[src/rtl/seg7_scan_controller.sv]
// seg7_scan_controller: 4-digit multiplexed seven-segment driver.
// A 16-bit hex value and four decimal-point enables are written through a
// ready/valid port into a pending buffer. The buffer is promoted to the
// displayed value only at frame boundaries, so a frame never shows a mix of
// old and new digits. Each digit slot lasts CLK_DIV cycles. The last cycle
// of every slot is dark, which gives blanking dead time between digits.
// AN and BCD are active-low. BCD = {dp, g, f, e, d, c, b, a}.
module seg7_scan_controller #(
  parameter int unsigned CLK_DIV = 100000
) (
  input  logic        clk,
  input  logic        reset,
  input  logic        wr_en,
  input  logic [15:0] wr_data,
  input  logic [3:0]  wr_dp,
  input  logic        blank_en,
  output logic        wr_ready,
  output logic [3:0]  AN,
  output logic [7:0]  BCD,
  output logic        frame_done
);

  localparam int unsigned CW = (CLK_DIV > 2) ? $clog2(CLK_DIV) : 1;
  localparam logic [CW-1:0] CNT_LAST = CW'(CLK_DIV - 1);

  // Pending-buffer occupancy: EMPTY accepts writes, FULL waits for a frame boundary.
  typedef enum logic {
    BUF_EMPTY,
    BUF_FULL
  } buf_state_e;

  buf_state_e    buf_q, buf_d;
  logic [CW-1:0] cnt_q, cnt_d;
  logic [1:0]    idx_q, idx_d;
  logic [15:0]   pend_data_q, pend_data_d;
  logic [3:0]    pend_dp_q, pend_dp_d;
  logic [15:0]   act_data_q, act_data_d;
  logic [3:0]    act_dp_q, act_dp_d;
  logic [3:0]    an_q, an_d;
  logic [7:0]    bcd_q, bcd_d;
  logic          frame_done_q, frame_done_d;

  logic          slot_end;
  logic          frame_end;
  logic [3:0]    cur_nibble;

  // Active-low {g,f,e,d,c,b,a} pattern for one hex digit.
  function automatic logic [6:0] seg7(input logic [3:0] n);
    logic [6:0] s;
    case (n)
      4'h0:    s = 7'h40;
      4'h1:    s = 7'h79;
      4'h2:    s = 7'h24;
      4'h3:    s = 7'h30;
      4'h4:    s = 7'h19;
      4'h5:    s = 7'h12;
      4'h6:    s = 7'h02;
      4'h7:    s = 7'h78;
      4'h8:    s = 7'h00;
      4'h9:    s = 7'h10;
      4'hA:    s = 7'h08;
      4'hB:    s = 7'h03;
      4'hC:    s = 7'h46;
      4'hD:    s = 7'h21;
      4'hE:    s = 7'h06;
      default: s = 7'h0E;
    endcase
    return s;
  endfunction

  // Next-state logic: scan counters, write/commit handshake, output decode.
  always_comb begin
    cnt_d        = cnt_q;
    idx_d        = idx_q;
    buf_d        = buf_q;
    pend_data_d  = pend_data_q;
    pend_dp_d    = pend_dp_q;
    act_data_d   = act_data_q;
    act_dp_d     = act_dp_q;
    an_d         = '1;
    bcd_d        = '1;
    frame_done_d = 1'b0;

    slot_end   = (cnt_q == CNT_LAST);
    frame_end  = slot_end && (idx_q == 2'd3);
    cur_nibble = act_data_q[{idx_q, 2'b00} +: 4];

    if (slot_end) begin
      cnt_d = '0;
      idx_d = idx_q + 2'd1;
    end else begin
      cnt_d = cnt_q + CW'(1);
    end

    frame_done_d = frame_end;

    // A write accepted on the boundary edge lands in pending only, since
    // commit is taken from the FULL state and pending was empty then.
    if (buf_q == BUF_EMPTY) begin
      if (wr_en) begin
        pend_data_d = wr_data;
        pend_dp_d   = wr_dp;
        buf_d       = BUF_FULL;
      end
    end else begin
      if (frame_end) begin
        act_data_d = pend_data_q;
        act_dp_d   = pend_dp_q;
        buf_d      = BUF_EMPTY;
      end
    end

    // Outputs come from the pre-edge slot. The final cycle of a slot stays dark.
    if (!blank_en && !slot_end) begin
      an_d  = ~(4'b0001 << idx_q);
      bcd_d = {~act_dp_q[idx_q], seg7(cur_nibble)};
    end
  end

  // State and output registers with asynchronous active-low reset.
  always_ff @(posedge clk or negedge reset) begin
    if (!reset) begin
      buf_q        <= BUF_EMPTY;
      cnt_q        <= '0;
      idx_q        <= '0;
      pend_data_q  <= '0;
      pend_dp_q    <= '0;
      act_data_q   <= '0;
      act_dp_q     <= '0;
      an_q         <= '1;
      bcd_q        <= '1;
      frame_done_q <= 1'b0;
    end else begin
      buf_q        <= buf_d;
      cnt_q        <= cnt_d;
      idx_q        <= idx_d;
      pend_data_q  <= pend_data_d;
      pend_dp_q    <= pend_dp_d;
      act_data_q   <= act_data_d;
      act_dp_q     <= act_dp_d;
      an_q         <= an_d;
      bcd_q        <= bcd_d;
      frame_done_q <= frame_done_d;
    end
  end

  assign wr_ready   = (buf_q == BUF_EMPTY);
  assign AN         = an_q;
  assign BCD        = bcd_q;
  assign frame_done = frame_done_q;

endmodule

[config.mk]
export PLATFORM = sky130hd
export DESIGN_NAME = seg7_scan_controller
export DESIGN_NICKNAME = d
export VERILOG_FILES = /design/src/rtl/seg7_scan_controller.sv
export SDC_FILE = /design/constraint.sdc
export NUM_CORES = 1
export LEC_CHECK = 0
export ABC_AREA = 1
export BUFFER_PORTS_ARGS = -buffer_cell sky130_fd_sc_hd__buf_4
export CAP_MARGIN = 15
export CORE_MARGIN = 5
export CORE_UTILIZATION = 30
export DETAILED_ROUTE_END_ITERATION = 12
export PLACE_DENSITY = 0.47
export SLEW_MARGIN = 10
export SYNTH_ARGS = -nofsm -noshare
export SYNTH_HDL_FRONTEND = slang
export SYNTH_SLANG_ARGS = --single-unit
[constraint.sdc]
create_clock -name clk -period 2.8 [get_ports clk]
set_clock_uncertainty 0.05 [all_clocks]
set_input_delay 0.56 -clock clk [delete_from_list [all_inputs] [get_ports clk]]
set_output_delay 0.56 -clock clk [all_outputs]
set_load 0.01 [all_outputs]
==> flow_summary.ini, run 1 <==
[layout]
nets = 456
area_growth_pct = 19.37
final_cells = 569
design_area_um2 = 4233
fillCellCount = 1186
drive_above_1_share = 0.2347
antennaDiodeCount = 0
multi_input_area_um2 = 1494
regArea_um2 = 1842
final_util = 0.3676

[clock_network]
cts_resized = 0
clkTransAtPathRegs_ps = 60
cts_hold_buf = 0
cts_setup_buffers = 0
cts_buffers = 9
cts_max_level = 3
cts_tree = built
clockBufferDepth = 2
insertion_delay_ps = 330
cts.sinks = 73
root_buffer = clkbuf_16

[setup_path]
worstSetupEndpointType = flop
worst-setup-path-type = reg2reg
slowest_delay_ps = 640
critPathRequiredTime_ps = 2990
crit_arrival_ps = 2390
crit_fanout = 14
worstSetupStartpointType = flop
critPathSlowestCell = dfrtp_1
path_cells = inv_1 > nand2_1 > nand3_1 > nand2_1 > inv_1 > ha_1 > inv_1 > nand2_1 > nand3_1 > nand3_1
crit_buf_inv = 3
path_delay_family = simple AND/OR/NAND/NOR gates

[timing]
fmax_mhz = 453.0
rsz0062_at_grt = false
fin_crit_ps = 2207
slew_headroom = 0.3922
hold_violations = 0
timing.final.crit_share = 0.7884
setup_viol = 0
tightest_slew_ps = 911.7
timing.setup.tns_ps = 0
drv_slew = 0
timing.hold.ws_ps = 311.5

[route]
detail-route-antenna-nets = 0
vias_per_cell = 4.573
dr.pass1.iters = 4
vias = 2602
drc = 0
avgRoutedWirePerCell_um = 13.18
drtIter0Drc = 183
wl_mm = 7.499

[synthesis]
synth_warnings = 0
seq_area_frac_synth = 0.5194
synth_nets = 419
syn_area_um2 = 3546
synth_top_area_frac = 0.4305
synthTopCellsByArea = dfrtp_1 (43%), nand2_1 (11%), dfstp_2 (8.9%)
syn-instance-count = 384
yosys.cell_types.count = 28
synth.largest_area_cell = dfrtp_1
synth-seq-cells = 73
syn-mean-instance-area_um2 = 9.234

[pwr]
ir_drop_v = 0.0002542
powerDensity_nw_per_um2 = 555.2
static-leakage-power_nw = 2.088

[floorplanning]
initial_core_util = 0.3079
fp.coreArea_um2 = 11520
die-area_um2 = 14090
row_count = 39
die-width_um = 118.7
io_pins = 38
die_h_um = 118.7

[grt]
grt_pass1_wl_mm = 13.12
grt_max_degree = 74
grt_overflow = 0
grt_pass1_vias = 2692
grt_usage = 0.1137
antenna_found_initial = 0

[place]
gp_congestion = 0.8755
dp_cells = 553
dpl_cell_area_um2 = 3931
io_buffers = 37
dpl.hpwl_mm = 5.245

[status]
status = complete, no violations

[hold_path]
hold_class = in2async

[job]
max_cap_violations = 0
-- registers in the layout, summed over array words and instances, names as in the netlist --
register	cells
AN	4
BCD	8
act_data_q	16
act_dp_q	4
buf_q	1
cnt_q	17
frame_done	1
idx_q	2
pend_data_q	16
pend_dp_q	4
-- layer usage --
layer  GRT usage  vias up  share of wire
li1            -     1327              -
met1      0.1579     1218           0.51
met2      0.1634       55           0.44
met3     0.04202        2          0.048
met4     0.03838        0         0.0059
met5           0        -              0
-- Yosys cell counts --
master / instances
nand3_2: 3
inv_2: 2
nand4_1: 22
nor2_4: 2
inv_1: 29
ha_1: 11
nand3b_1: 3
buf_2: 9
o21ai_0: 5
o22ai_1: 1
nor2_2: 2
o21ai_1: 1
nor3_1: 10
dfstp_2: 12
nor3b_1: 2
xor2_1: 10
nand3_1: 34
a21oi_1: 1
nor2_1: 33
buf_4: 2
mux2_2: 20
o211a_1: 1
nand2_2: 3
a31oi_1: 1
dfrtp_1: 61
nand2_1: 100
o21bai_1: 1
buf_6: 3
-- cells by family (layout without fill, tap and decap cells) --
kind of cell	Yosys count	count (layout)	synth area share
AND/OR/NAND/NOR	214	214	0.2759
adder cells (fa/ha/maj)	11	11	0.03881
flip-flops	73	73	0.5194
AO/OA/AOI/OAI	11	11	0.01835
XOR/XNOR	10	10	0.02470
buffers and inverters	45	87	0.05928
multiplexers	20	20	0.06352
-- report_power, final --
part	leakage, nW	total, mW	switching [mW]	internal [mW]
Sequential	0.941	1.10	0.0145	1.09
Combinational	1.00	0.0825	0.0374	0.0451
Clock	0.142	1.16	0.468	0.696
Total	2.09	2.35	0.520	1.83
-- path summary, 6_finish.rpt --
| kind | from | endpoint | slack, ps | cells after the start |
|---|---|---|---|---|
| max reg2reg | idx_q[0] | BCD[0] | 590 | 10 |
| min reg2reg | cnt_q[0] | cnt_q[0] | 410 | 1 |
| max | idx_q[0] | BCD[0] | 590 | 10 |
| max in group asynchronous | reset | idx_q[1] | 1800 | 1 |
| min | reset | pend_data_q[13] | 310 | 1 |
| min in group clk | wr_data[4] | pend_data_q[4] | 400 | 2 |
-- layout make-up --
class | instances | area share
Clock inverter | 7 | 0.01803
Clock buffer | 9 | 0.05321
Timing Repair Buffer | 40 | 0.07094
Multi-Input combinational cell | 266 | 0.3529
Inverter | 31 | 0.02749
Tap cell | 143 | 0.04227
Sequential cell | 73 | 0.4351
-- stage by stage --
stage	total power, mW	setup slack, ps
finish	2.350	592.5
global route	2.448	367.6
CTS	2.391	588.9
detailed placement	1.209	594.2
global placement	1.208	635.9
floorplan	1.149	1236
-- layout by cell type (no fill, tap or decap), types with 3 or more instances in the layout --
| cell type | n |
|---|---|
| nand2_2 | 3 |
| nor2_1 | 33 |
| dfstp_2 | 12 |
| xor2_1 | 10 |
| o21ai_0 | 5 |
| clkbuf_16 | 9 |
| nand2_1 | 100 |
| inv_1 | 29 |
| dfrtp_1 | 61 |
| nor3_1 | 10 |
| mux2_2 | 20 |
| ha_1 | 11 |
| nand3_2 | 3 |
| nand3b_1 | 3 |
| nand3_1 | 34 |
| nand4_1 | 22 |
| buf_4 | 40 |
Power figures use the tool's default switching activity.
==> run 2: changes to the inputs <==
==> constraint.sdc (replaced) <==
create_clock -name clk -period 2.2 [get_ports clk]
set_clock_uncertainty 0.05 [all_clocks]
set_input_delay 0.44 -clock clk [delete_from_list [all_inputs] [get_ports clk]]
set_output_delay 0.44 -clock clk [all_outputs]
set_load 0.01 [all_outputs]
==> run 2 against run 1 <==
  * Setup slack got worse by 330 ps
  * Utilization rose by 0.59 points
  * Global-route usage rose by 0.45 points
  * Clock power rose by 28%
  * Power rose by 28%
  * Critical path depth fell by 1
  * Sequential share of layout area fell by 0.68 points
  * Sequential cell count did not move
  * Non-clock buffer count rose by 8
  * Routed wire length rose by 2.7%
  * Critical path type unchanged
  * Highest routed layer unchanged
==> flow_summary.ini, run 2 (synthesized netlist as in run 1, its figures left out) <==
[timing]
fmax_mhz = 515.2
drv_slew = 0
timing.setup.tns_ps = 0
setup_viol = 0
fin_crit_ps = 1941
slew_headroom = 0.7392
timing.final.crit_share = 0.8822
rsz0062_at_grt = false
tightest_slew_ps = 391.2
hold_violations = 0

[floorplanning]
fp.coreArea_um2 = 11520
row_count = 39
die-area_um2 = 14090
die_h_um = 118.7
initial_core_util = 0.3079
die-width_um = 118.7
io_pins = 38

[grt]
grt.busiest_layer = met2
grt_pass1_vias = 2827
use_met3 = 0.03629
antenna_found_initial = 0
grt_overflow = 0
grt_pass1_wl_mm = 13.70
met1_usage = 0.1628
grtUsageMet2 = 0.1751
grt_max_degree = 31
grt_usage = 0.1182

[place]
dpl.hpwl_mm = 5.609
dp_cells = 560
io_buffers = 37
gp_congestion = 0.8952

[setup_path]
path_cells = inv_1 > nand3_1 > nand2_1 > inv_1 > ha_1 > nand3_1 > nand2_1 > nand2_1 > nand3_1
worstSetupStartpointType = flop
crit_fanout = 8
crit_arrival_ps = 2120
worstSetupEndpointType = flop
worst-setup-path-type = reg2reg
slowest_delay_ps = 480
critPathRequiredTime_ps = 2380
critPathSlowestCell = dfrtp_1
reg2reg_depth = 9

[route]
dr.pass1.iters = 4
vias_per_cell = 4.681
avgRoutedWirePerCell_um = 13.34
detail-route-antenna-nets = 0
vias = 2701
wl_mm = 7.698
drtIter0Drc = 145
drc = 0

[pwr]
finalPower_mw = 3.000
ir_drop_v = 0.0003374
powerDensity_nw_per_um2 = 697.6
static-leakage-power_nw = 2.129

[layout]
reg.largest.list = cnt_q (17), act_data_q (16), pend_data_q (16)
multi_input_area_um2 = 1494
layout_commonest_cell = nand2_1
largest_reg_flops = 17
regMostFlops = cnt_q
final_cells = 577
area_growth_pct = 21.28
nets = 464
fillCellCount = 1176
regArea_um2 = 1842
most-common-layout-cells = nand2_1 (100), dfrtp_1 (61), buf_4 (47)
drive_above_1_share = 0.2442
antennaDiodeCount = 0

[clock_network]
cts_max_level = 3
cts_tree = built
clockBufferDepth = 2
insertion_delay_ps = 330
cts_buffers = 9
root_buffer = clkbuf_16
cts_setup_buffers = 0
clkTransAtPathRegs_ps = 60
cts.sinks = 73

[status]
status = complete, no violations

[job]
max_cap_violations = 0

[hold_path]
hold_class = in2reg
whs_path_depth = 2
==> run 2: cell types whose count changed in the layout (fill, tap and decap cells not counted), sizes merged <==
cell / before / now
dlygate4sd3: 0 / 1
clkbuf: 9 / 11
buf: 40 / 47
clkinvlp: 2 / 1
inv: 33 / 32
==> run 2: metrics by stage <==
step                      instance area, um^2  hold slack, ps  utilization  setup slack (ps)
after global routing                     4300           273.7       0.3734             82.34
after detailed placement                 3984           350.7       0.3459             297.0
after floorplan                          3546           94.41            -             636.4
final                                    4300           287.7       0.3734             259.1
after CTS                                4300           275.6       0.3734             251.1
after global placement                   3984           348.9       0.3459             339.4
==> run 2: critical path, delay by kind of cell, from the launching register on <==
kind	cells	cell delay, ps
adders and majority gates	1	230
buffers and inverters	2	380
DFF	1	480
and+or+nand+nor	6	690
==> run 2: final cells by class <==
| type | instances | share of cell area |
|---|---|---|
| repair buffers | 48 | 0.08438 |
| well taps | 143 | 0.04161 |
| multi-input cells | 266 | 0.3474 |
| flip-flops and latches | 73 | 0.4283 |
| clock buffers | 11 | 0.05644 |
| inverters | 31 | 0.02706 |
| clock inverters | 5 | 0.01484 |
==> run 2: worst paths after layout <==
kind	startpoint	end	slack, ps
max reg2reg	idx_q[1]	BCD[6]	260
max in group asynchronous	reset	AN[3]	940
min	wr_dp[3]	pend_dp_q[3]	290
min in group asynchronous	reset	act_data_q[13]	530
max	idx_q[1]	BCD[6]	260
min reg2reg	cnt_q[0]	cnt_q[0]	410
==> run 2: what timing repair did <==
action / in CTS / in global routing
gates resized for setup: 0 / 0
hold endpoints to repair: 23 / 0
hold buffers: 1 / 0
==> run 2: layer usage <==
metal	vias up	wire length, um
li1	1353	-
met1	1283	3842
met2	61	3393
met3	4	410
met4	0	51
met5	-	0
==> run 2: power breakdown <==
group | internal, mW | switching, mW | total, mW
clock network | 0.917 | 0.564 | 1.48
logic | 0.0622 | 0.0502 | 0.112
registers | 1.39 | 0.0196 | 1.41
total | 2.37 | 0.634 | 3.00
